**src/rtl/axi4_lite_req_arbiter_pkg.sv**
```systemverilog
// Shared types and response codes for the AXI4-Lite requester arbiter.
package axi4_lite_pkg;

    localparam logic [1:0] RESP_OKAY   = 2'b00;
    localparam logic [1:0] RESP_SLVERR = 2'b10;

    typedef enum logic [2:0] {
        ST_IDLE,
        ST_ISSUE,
        ST_WAIT,
        ST_RESP,
        ST_HALT
    } arb_state_t;

endpackage

```
**src/rtl/axi4_lite_req_arbiter_if.sv**
```systemverilog
// Requester-side command/response bus plus the AXI4-Lite master control and snoop signals.
interface axi4_lite_req_arbiter_if #(
    parameter int unsigned NUM_REQ    = 4,
    parameter int unsigned ADDRESS    = 32,
    parameter int unsigned DATA_WIDTH = 32
);

    logic [NUM_REQ-1:0]            req_valid;
    logic [NUM_REQ-1:0]            req_ready;
    logic [NUM_REQ-1:0]            req_write;
    logic [NUM_REQ*ADDRESS-1:0]    req_addr;
    logic [NUM_REQ*DATA_WIDTH-1:0] req_wdata;
    logic [NUM_REQ-1:0]            rsp_valid;
    logic [DATA_WIDTH-1:0]         rsp_data;
    logic [1:0]                    rsp_resp;
    logic                          busy;
    logic                          hung;

    logic                          START_READ;
    logic                          START_WRITE;
    logic [ADDRESS-1:0]            address;
    logic [DATA_WIDTH-1:0]         W_data;
    logic                          M_RVALID;
    logic                          M_RREADY;
    logic                          M_BVALID;
    logic                          M_BREADY;
    logic [DATA_WIDTH-1:0]         M_RDATA;
    logic [1:0]                    M_RRESP;
    logic [1:0]                    M_BRESP;

    // Arbiter view.
    modport slave (
        input  req_valid, req_write, req_addr, req_wdata,
        input  M_RVALID, M_RREADY, M_BVALID, M_BREADY, M_RDATA, M_RRESP, M_BRESP,
        output req_ready, rsp_valid, rsp_data, rsp_resp, busy, hung,
        output START_READ, START_WRITE, address, W_data
    );

    // Requesters plus the AXI master/bus seen from outside the arbiter.
    modport master (
        output req_valid, req_write, req_addr, req_wdata,
        output M_RVALID, M_RREADY, M_BVALID, M_BREADY, M_RDATA, M_RRESP, M_BRESP,
        input  req_ready, rsp_valid, rsp_data, rsp_resp, busy, hung,
        input  START_READ, START_WRITE, address, W_data
    );

endinterface

```
**src/rtl/axi4_lite_req_arbiter_rr_arbiter.sv**
```systemverilog
// Combinational round-robin picker: first requester after 'last', wrapping around.
module rr_arbiter #(
    parameter int unsigned NUM_REQ = 4,
    parameter int unsigned IDXW    = $clog2(NUM_REQ)
) (
    input  logic [NUM_REQ-1:0] req,
    input  logic [IDXW-1:0]    last,
    output logic [NUM_REQ-1:0] grant,
    output logic [IDXW-1:0]    grant_idx,
    output logic               grant_any
);

    int unsigned idx;

    always_comb begin
        grant     = '0;
        grant_idx = '0;
        grant_any = 1'b0;
        idx       = 0;
        for (int unsigned off = 1; off <= NUM_REQ; off++) begin
            idx = 32'(last) + off;
            if (idx >= NUM_REQ) idx = idx - NUM_REQ;
            if (!grant_any && req[IDXW'(idx)]) begin
                grant_any          = 1'b1;
                grant_idx          = IDXW'(idx);
                grant[IDXW'(idx)]  = 1'b1;
            end
        end
    end

endmodule

```
**src/rtl/axi4_lite_req_arbiter.sv**
```systemverilog
// Shares one AXI4-Lite master among NUM_REQ requesters; one command in flight at a time,
// completion detected by snooping the R/B handshakes, with a hang timeout.
module axi4_lite_req_arbiter
    import axi4_lite_pkg::*;
#(
    parameter int unsigned NUM_REQ        = 4,
    parameter int unsigned ADDRESS        = 32,
    parameter int unsigned DATA_WIDTH     = 32,
    parameter int unsigned TIMEOUT_CYCLES = 256
) (
    input  logic                     ACLK,
    input  logic                     ARESET,
    axi4_lite_req_arbiter_if.slave   bus
);

    localparam int unsigned IDXW = $clog2(NUM_REQ);
    localparam int unsigned CNTW = $clog2(TIMEOUT_CYCLES + 1);

    arb_state_t             state_q, state_d;
    logic [IDXW-1:0]        last_q, cap_idx_q, grant_idx;
    logic [NUM_REQ-1:0]     grant_oh;
    logic                   grant_any;
    logic                   cap_write_q;
    logic [ADDRESS-1:0]     addr_q;
    logic [DATA_WIDTH-1:0]  wdata_q, rdata_q;
    logic [1:0]             resp_q;
    logic                   hung_q;
    logic                   start_rd_q, start_wr_q;
    logic [CNTW-1:0]        tcnt_q;
    logic                   cmp_hs, tmo;

    rr_arbiter #(
        .NUM_REQ (NUM_REQ)
    ) u_rr (
        .req       (bus.req_valid),
        .last      (last_q),
        .grant     (grant_oh),
        .grant_idx (grant_idx),
        .grant_any (grant_any)
    );

    always_comb begin
        state_d = state_q;
        cmp_hs  = 1'b0;
        tmo     = 1'b0;
        case (state_q)
            ST_IDLE:  if (grant_any) state_d = ST_ISSUE;
            ST_ISSUE: state_d = ST_WAIT;
            ST_WAIT: begin
                // Only the channel matching the issued command counts; it beats a same-cycle timeout.
                cmp_hs = cap_write_q ? (bus.M_BVALID && bus.M_BREADY)
                                     : (bus.M_RVALID && bus.M_RREADY);
                if (cmp_hs) begin
                    state_d = ST_RESP;
                end else if (tcnt_q == CNTW'(TIMEOUT_CYCLES - 1)) begin
                    tmo     = 1'b1;
                    state_d = ST_RESP;
                end
            end
            ST_RESP:  state_d = hung_q ? ST_HALT : ST_IDLE;
            ST_HALT:  state_d = ST_HALT;
            default:  state_d = ST_IDLE;
        endcase
    end

    always_ff @(posedge ACLK) begin
        if (ARESET) begin
            state_q     <= ST_IDLE;
            last_q      <= IDXW'(NUM_REQ - 1);
            cap_idx_q   <= '0;
            cap_write_q <= 1'b0;
            addr_q      <= '0;
            wdata_q     <= '0;
            rdata_q     <= '0;
            resp_q      <= RESP_OKAY;
            hung_q      <= 1'b0;
            start_rd_q  <= 1'b0;
            start_wr_q  <= 1'b0;
            tcnt_q      <= '0;
        end else begin
            state_q    <= state_d;
            start_rd_q <= 1'b0;
            start_wr_q <= 1'b0;
            case (state_q)
                ST_IDLE: begin
                    if (grant_any) begin
                        last_q      <= grant_idx;
                        cap_idx_q   <= grant_idx;
                        cap_write_q <= bus.req_write[grant_idx];
                        addr_q      <= bus.req_addr[grant_idx*ADDRESS +: ADDRESS];
                        wdata_q     <= bus.req_wdata[grant_idx*DATA_WIDTH +: DATA_WIDTH];
                        start_wr_q  <= bus.req_write[grant_idx];
                        start_rd_q  <= !bus.req_write[grant_idx];
                    end
                end
                ST_ISSUE: tcnt_q <= '0;
                ST_WAIT: begin
                    tcnt_q <= tcnt_q + 1'b1;
                    if (cmp_hs) begin
                        rdata_q <= cap_write_q ? '0 : bus.M_RDATA;
                        resp_q  <= cap_write_q ? bus.M_BRESP : bus.M_RRESP;
                    end else if (tmo) begin
                        rdata_q <= '0;
                        resp_q  <= RESP_SLVERR;
                        hung_q  <= 1'b1;
                    end
                end
                default: ;
            endcase
        end
    end

    assign bus.req_ready   = (state_q == ST_IDLE) ? grant_oh : '0;
    assign bus.rsp_valid   = (state_q == ST_RESP) ? (NUM_REQ'(1) << cap_idx_q) : '0;
    assign bus.rsp_data    = (state_q == ST_RESP) ? rdata_q : '0;
    assign bus.rsp_resp    = (state_q == ST_RESP) ? resp_q : RESP_OKAY;
    assign bus.busy        = (state_q != ST_IDLE);
    assign bus.hung        = hung_q;
    assign bus.START_READ  = start_rd_q;
    assign bus.START_WRITE = start_wr_q;
    assign bus.address     = addr_q;
    assign bus.W_data      = wdata_q;

endmodule
```
**src/flat_wrapper.sv**
```systemverilog
// flat-port wrapper written by rule: the top's interface ports become plain ports
module axi4_lite_req_arbiter_flat import axi4_lite_pkg::*;
#(
    parameter int unsigned NUM_REQ        = 4,
    parameter int unsigned ADDRESS        = 32,
    parameter int unsigned DATA_WIDTH     = 32,
    parameter int unsigned TIMEOUT_CYCLES = 256
)
  (ACLK, ARESET, bus_req_valid, bus_req_write, bus_req_addr, bus_req_wdata, bus_M_RVALID, bus_M_RREADY, bus_M_BVALID, bus_M_BREADY, bus_M_RDATA, bus_M_RRESP, bus_M_BRESP, bus_req_ready, bus_rsp_valid, bus_rsp_data, bus_rsp_resp, bus_busy, bus_hung, bus_START_READ, bus_START_WRITE, bus_address, bus_W_data);
  axi4_lite_req_arbiter_if #(.NUM_REQ(NUM_REQ), .ADDRESS(ADDRESS), .DATA_WIDTH(DATA_WIDTH)) bus_i ();
  input  logic ACLK;
  input  logic ARESET;
  input wire logic [$bits(bus_i.req_valid)-1:0] bus_req_valid;
  input wire logic [$bits(bus_i.req_write)-1:0] bus_req_write;
  input wire logic [$bits(bus_i.req_addr)-1:0] bus_req_addr;
  input wire logic [$bits(bus_i.req_wdata)-1:0] bus_req_wdata;
  input wire logic [$bits(bus_i.M_RVALID)-1:0] bus_M_RVALID;
  input wire logic [$bits(bus_i.M_RREADY)-1:0] bus_M_RREADY;
  input wire logic [$bits(bus_i.M_BVALID)-1:0] bus_M_BVALID;
  input wire logic [$bits(bus_i.M_BREADY)-1:0] bus_M_BREADY;
  input wire logic [$bits(bus_i.M_RDATA)-1:0] bus_M_RDATA;
  input wire logic [$bits(bus_i.M_RRESP)-1:0] bus_M_RRESP;
  input wire logic [$bits(bus_i.M_BRESP)-1:0] bus_M_BRESP;
  output wire logic [$bits(bus_i.req_ready)-1:0] bus_req_ready;
  output wire logic [$bits(bus_i.rsp_valid)-1:0] bus_rsp_valid;
  output wire logic [$bits(bus_i.rsp_data)-1:0] bus_rsp_data;
  output wire logic [$bits(bus_i.rsp_resp)-1:0] bus_rsp_resp;
  output wire logic [$bits(bus_i.busy)-1:0] bus_busy;
  output wire logic [$bits(bus_i.hung)-1:0] bus_hung;
  output wire logic [$bits(bus_i.START_READ)-1:0] bus_START_READ;
  output wire logic [$bits(bus_i.START_WRITE)-1:0] bus_START_WRITE;
  output wire logic [$bits(bus_i.address)-1:0] bus_address;
  output wire logic [$bits(bus_i.W_data)-1:0] bus_W_data;
  assign bus_i.req_valid = bus_req_valid;
  assign bus_i.req_write = bus_req_write;
  assign bus_i.req_addr = bus_req_addr;
  assign bus_i.req_wdata = bus_req_wdata;
  assign bus_i.M_RVALID = bus_M_RVALID;
  assign bus_i.M_RREADY = bus_M_RREADY;
  assign bus_i.M_BVALID = bus_M_BVALID;
  assign bus_i.M_BREADY = bus_M_BREADY;
  assign bus_i.M_RDATA = bus_M_RDATA;
  assign bus_i.M_RRESP = bus_M_RRESP;
  assign bus_i.M_BRESP = bus_M_BRESP;
  assign bus_req_ready = bus_i.req_ready;
  assign bus_rsp_valid = bus_i.rsp_valid;
  assign bus_rsp_data = bus_i.rsp_data;
  assign bus_rsp_resp = bus_i.rsp_resp;
  assign bus_busy = bus_i.busy;
  assign bus_hung = bus_i.hung;
  assign bus_START_READ = bus_i.START_READ;
  assign bus_START_WRITE = bus_i.START_WRITE;
  assign bus_address = bus_i.address;
  assign bus_W_data = bus_i.W_data;
  axi4_lite_req_arbiter #(.NUM_REQ(NUM_REQ), .ADDRESS(ADDRESS), .DATA_WIDTH(DATA_WIDTH), .TIMEOUT_CYCLES(TIMEOUT_CYCLES)) u_core (.ACLK(ACLK), .ARESET(ARESET), .bus(bus_i));
endmodule
```
**config.mk**
```make
export PLATFORM = sky130hd
export DESIGN_NAME = axi4_lite_req_arbiter_flat
export DESIGN_NICKNAME = d
export VERILOG_FILES = /design/src/rtl/axi4_lite_req_arbiter_pkg.sv /design/src/rtl/axi4_lite_req_arbiter_if.sv /design/src/rtl/axi4_lite_req_arbiter_rr_arbiter.sv /design/src/rtl/axi4_lite_req_arbiter.sv /design/src/flat_wrapper.sv
export SDC_FILE = /design/constraint.sdc
export NUM_CORES = 1
export LEC_CHECK = 0
export CAP_MARGIN = 0
export CORE_AREA = 2 2 162 164
export CTS_CLUSTER_SIZE = 12
export DETAILED_ROUTE_END_ITERATION = 8
export DIE_AREA = 0 0 164 166
export HOLD_SLACK_MARGIN = 0.03
export SLEW_MARGIN = 10
export SYNTH_ARGS = -nofsm -noshare
export SYNTH_HDL_FRONTEND = slang
export SYNTH_SLANG_ARGS = --single-unit
```
**constraint.sdc**
```tcl
create_clock -name ACLK -period 6.3 [get_ports ACLK]
set_clock_uncertainty 0.15 [all_clocks]
set_input_delay 1.89 -clock ACLK [delete_from_list [all_inputs] [get_ports ACLK]]
set_output_delay 1.89 -clock ACLK [all_outputs]
set_load 0.05 [all_outputs]
```
==> flow_metrics.tcl, run 1 <==
set metrics [dict create \
    tightest_slew_ns 0.871 \
    cp_common_cell "nor2_1" \
    endpoint_kind "primary output" \
    slew_viol_final 0 \
    cts_sinks 118 \
    drive_gt1_frac 0.101 \
    synth_edf_count 0 \
    syn_nets 1039 \
    whs_ns 0.308 \
    worstPathArrival_ns 4.00 \
    clock_path_buffers 2 \
    max_clock_freq_mhz 166 \
    min-delay-path-class "reg -> reg" \
    dr.pass1.iters 5 \
    switching_share 0.444 \
    cts_setup_buffers 0 \
    grt_max_degree 66 \
    wl_per_cell_um 18.7 \
    rsz0062_at_grt "false" \
    min_period_over_period 0.958 \
    clockPowerShare 0.190 \
    cts_root_buffer "clkbuf_16" \
    nets 1431 \
    combPwrFrac 0.604 \
    path_class "in -> out" \
    path_depth 8 \
    netlist_instances 723 \
    drtAntennaViolNets 0 \
    gr-total-overflow 0 \
    ys_seq_elements 118 \
    cp_data_required_time_ns 4.26 \
    io_buffer_count 415 \
    grt_pass1_wl_um 40600 \
    p_switching_w 0.00219 \
    r2r_slack_ns 2.14 \
    rr_worst_depth 10 \
    cts_resized 0 \
    antenna_found_initial 2 \
    setup_viol 0 \
    die_w_um 164 \
    initial_utilization 0.270 \
    outcome "finished clean" \
    drt-initial-drc-count 379 \
    avgViaCountPerCell 4.81 \
    hold_path_depth 2 \
    cp-start-kind "input pin" \
    path_buf_inv 2 \
    slew_headroom 0.419 \
    crit_fanout 9 \
    synth_top_flop_cell "dfxtp_1" \
    crit_chain "clkdlybuf4s50_1 -> mux4_2 -> nor2b_1 -> a22oi_1 -> nor2_1 -> a221oi_1 -> nor2_1 -> buf_12" \
    ios 416 \
    netlist_area_um2 6920 \
    coreArea_um2 25600 \
    clk_pin_slew_worst_paths_ns 0.06 \
    design.die.area_um2 27200 \
    post-route-min-period_ns 6.04 \
    pwr-share-seq 0.207 \
    synth-async-reset-ratio 0 \
    drv_cap 0 \
    p_leak_nw 4.77 \
    htreeDepth 4 \
    setup_tns_ns 0 \
    rows 59 \
    p_per_area_nw_per_um2 413 \
    n_fill_cell 2451 \
    dr_total_vias 7043 \
    slowest_delay_ns 0.60 \
    die_y_um 166 \
    detailed_place_hpwl_um 20900 \
    cts_tree "built" \
    ys_warn_count 0 \
    numCtsBuffers 17 \
    finalHoldViolations 0 \
    p_int_w 0.00273 \
    area_delta_synth_final_pct 71.9 \
    cp_slowest_cell "mux4_2" \
    drt-total-wl_um 27400 \
    drc_errors 0 \
    synth_cell_types 53 \
    clkLatencyLatePin_ns 0.42 \
    critPathTopFamily "buffers and inverters" \
    place_congestion 0.776 \
    grt_pass1_vias 6897 \
    avgSynthCellArea_um2 9.58 \
    yosysSeqAreaShare 0.341 \
    ir_worst_vdd_uv 190 \
    cts_hold_buf 0 \
    grt_use_total 0.194 \
]
-- layer usage --
metal,share of wire,GRT usage
met1,0.39,0.221
met3,0.080,0.0617
met5,0.00047,0
met4,0.012,0.0461
met2,0.51,0.349
-- cell usage in the layout, fill, tap and decap left out, types with 17 or more instances in the layout --
cell type	synthesis	final
clkdlybuf4s50_1	0	410
mux2i_1	131	131
dfxtp_1	118	118
nand2_1	89	89
nor2_1	63	61
o221ai_2	42	42
and2_1	39	39
a22oi_1	37	37
o221ai_1	23	23
a21oi_1	17	17
o21ai_0	17	17
clkbuf_16	0	17
-- area by class of cell --
cell class	count	area, um^2	share of cell area
inverters	5	18.8	0.00158
multi-input cells	539	4140	0.348
well taps	335	419	0.0352
repair buffers	434	4410	0.370
diodes	1	2.50	0.000210
flip-flops and latches	118	2360	0.198
clock inverters	14	129	0.0108
clock buffers	17	425	0.0357
-- Yosys cell counts (2+ instances only) --
cell      count  share of area
nor2b_4       2         0.0040
inv_1         5         0.0027
o221ai_1     23          0.029
o221ai_2     42          0.091
a21oi_1      17          0.012
dfxtp_1     118           0.34
buf_12        5          0.014
buf_6         8          0.013
a41oi_1       2         0.0025
nand3b_1      3         0.0033
o22ai_1       2         0.0018
mux4_2        4          0.013
buf_2        21          0.015
nand2b_1      5         0.0045
o21ai_0      17          0.012
and3_1        7         0.0063
nand2_1      89          0.048
mux2_2        3         0.0049
o21bai_1      2         0.0022
nor2b_1       2         0.0018
mux2i_1     131           0.19
and2_1       39          0.035
ha_1         10          0.018
o21a_1        2         0.0022
buf_4         5         0.0054
clkbuf_1     21          0.011
nor3_1        4         0.0029
nor4_1        2         0.0018
a22oi_1      37          0.040
a221oi_1      5         0.0063
nand3_1       6         0.0043
nor2_1       63          0.034
-- kinds of logic (layout without fill, tap and decap cells) --
family | count (synthesis) | after routing | share of synthesized area
flops | 118 | 118 | 0.341
fa+ha+maj | 10 | 10 | 0.0181
xor+xnor | 1 | 1 | 0.00127
mux | 138 | 138 | 0.207
compound gates | 159 | 159 | 0.212
buf+inv | 66 | 470 | 0.0627
simple gates | 231 | 231 | 0.158
other cells | 0 | 1 | 0
-- power by group through the flow --
| stage | clock network [W] | registers [W] | logic [W] |
|---|---|---|---|
| final | 0.000934 | 0.00102 | 0.00297 |
| after global routing | 0.000993 | 0.00104 | 0.00316 |
| after global placement | 0 | 0.00103 | 0.00300 |
| after detailed placement | 0 | 0.00103 | 0.00301 |
| after floorplan | 0 | 0.00144 | 0.00174 |
| after CTS | 0.000957 | 0.00102 | 0.00301 |
-- metrics by stage --
stage / worst slack [ns] / power (W) / instances / utilization / area, um^2
final: 0.263 / 0.00492 / 1463 / 0.465 / 11900
after CTS: 0.278 / 0.00498 / 1462 / 0.465 / 11900
after global placement: 0.357 / 0.00402 / 1431 / 0.443 / 11300
after floorplan: 0.691 / 0.00318 / 723 / - / 6920
after global routing: 0.138 / 0.00519 / 1463 / 0.465 / 11900
after detailed placement: 0.295 / 0.00404 / 1431 / 0.443 / 11300
-- registers in the layout, indices dropped and copies added, names as in the netlist --
signal	count
u_core.tcnt_q	9
u_core.cap_idx_q	2
u_core.resp_q	2
u_core.bus.hung	1
u_core.bus.START_WRITE	1
u_core.bus.address	32
u_core.cap_write_q	1
u_core.state_q	3
u_core.rdata_q	32
u_core.last_q	2
u_core.bus.W_data	32
u_core.bus.START_READ	1
-- tightest hold or removal path, cell delays in order (launching register included) --
cell and delay [ns]:
dfxtp_1 0.32, nand2_1 0.05, o221ai_1 0.05
-- path summary, 6_finish.rpt --
check                        start                      to
max               bus_req_valid[3]        bus_req_ready[3]
min          u_core.bus.address[0]   u_core.bus.address[0]
max reg2reg       u_core.last_q[0]  u_core.bus.address[12]
min reg2reg  u_core.bus.address[0]   u_core.bus.address[0]
No activity file was read; power rests on OpenSTA's default activity.
==> run 2: changes to the inputs <==
- SKIP_LAST_GASP: not set -> 1
==> results of run 2 <==
The final DEF is identical to that of run 1; final timing and power are the same.
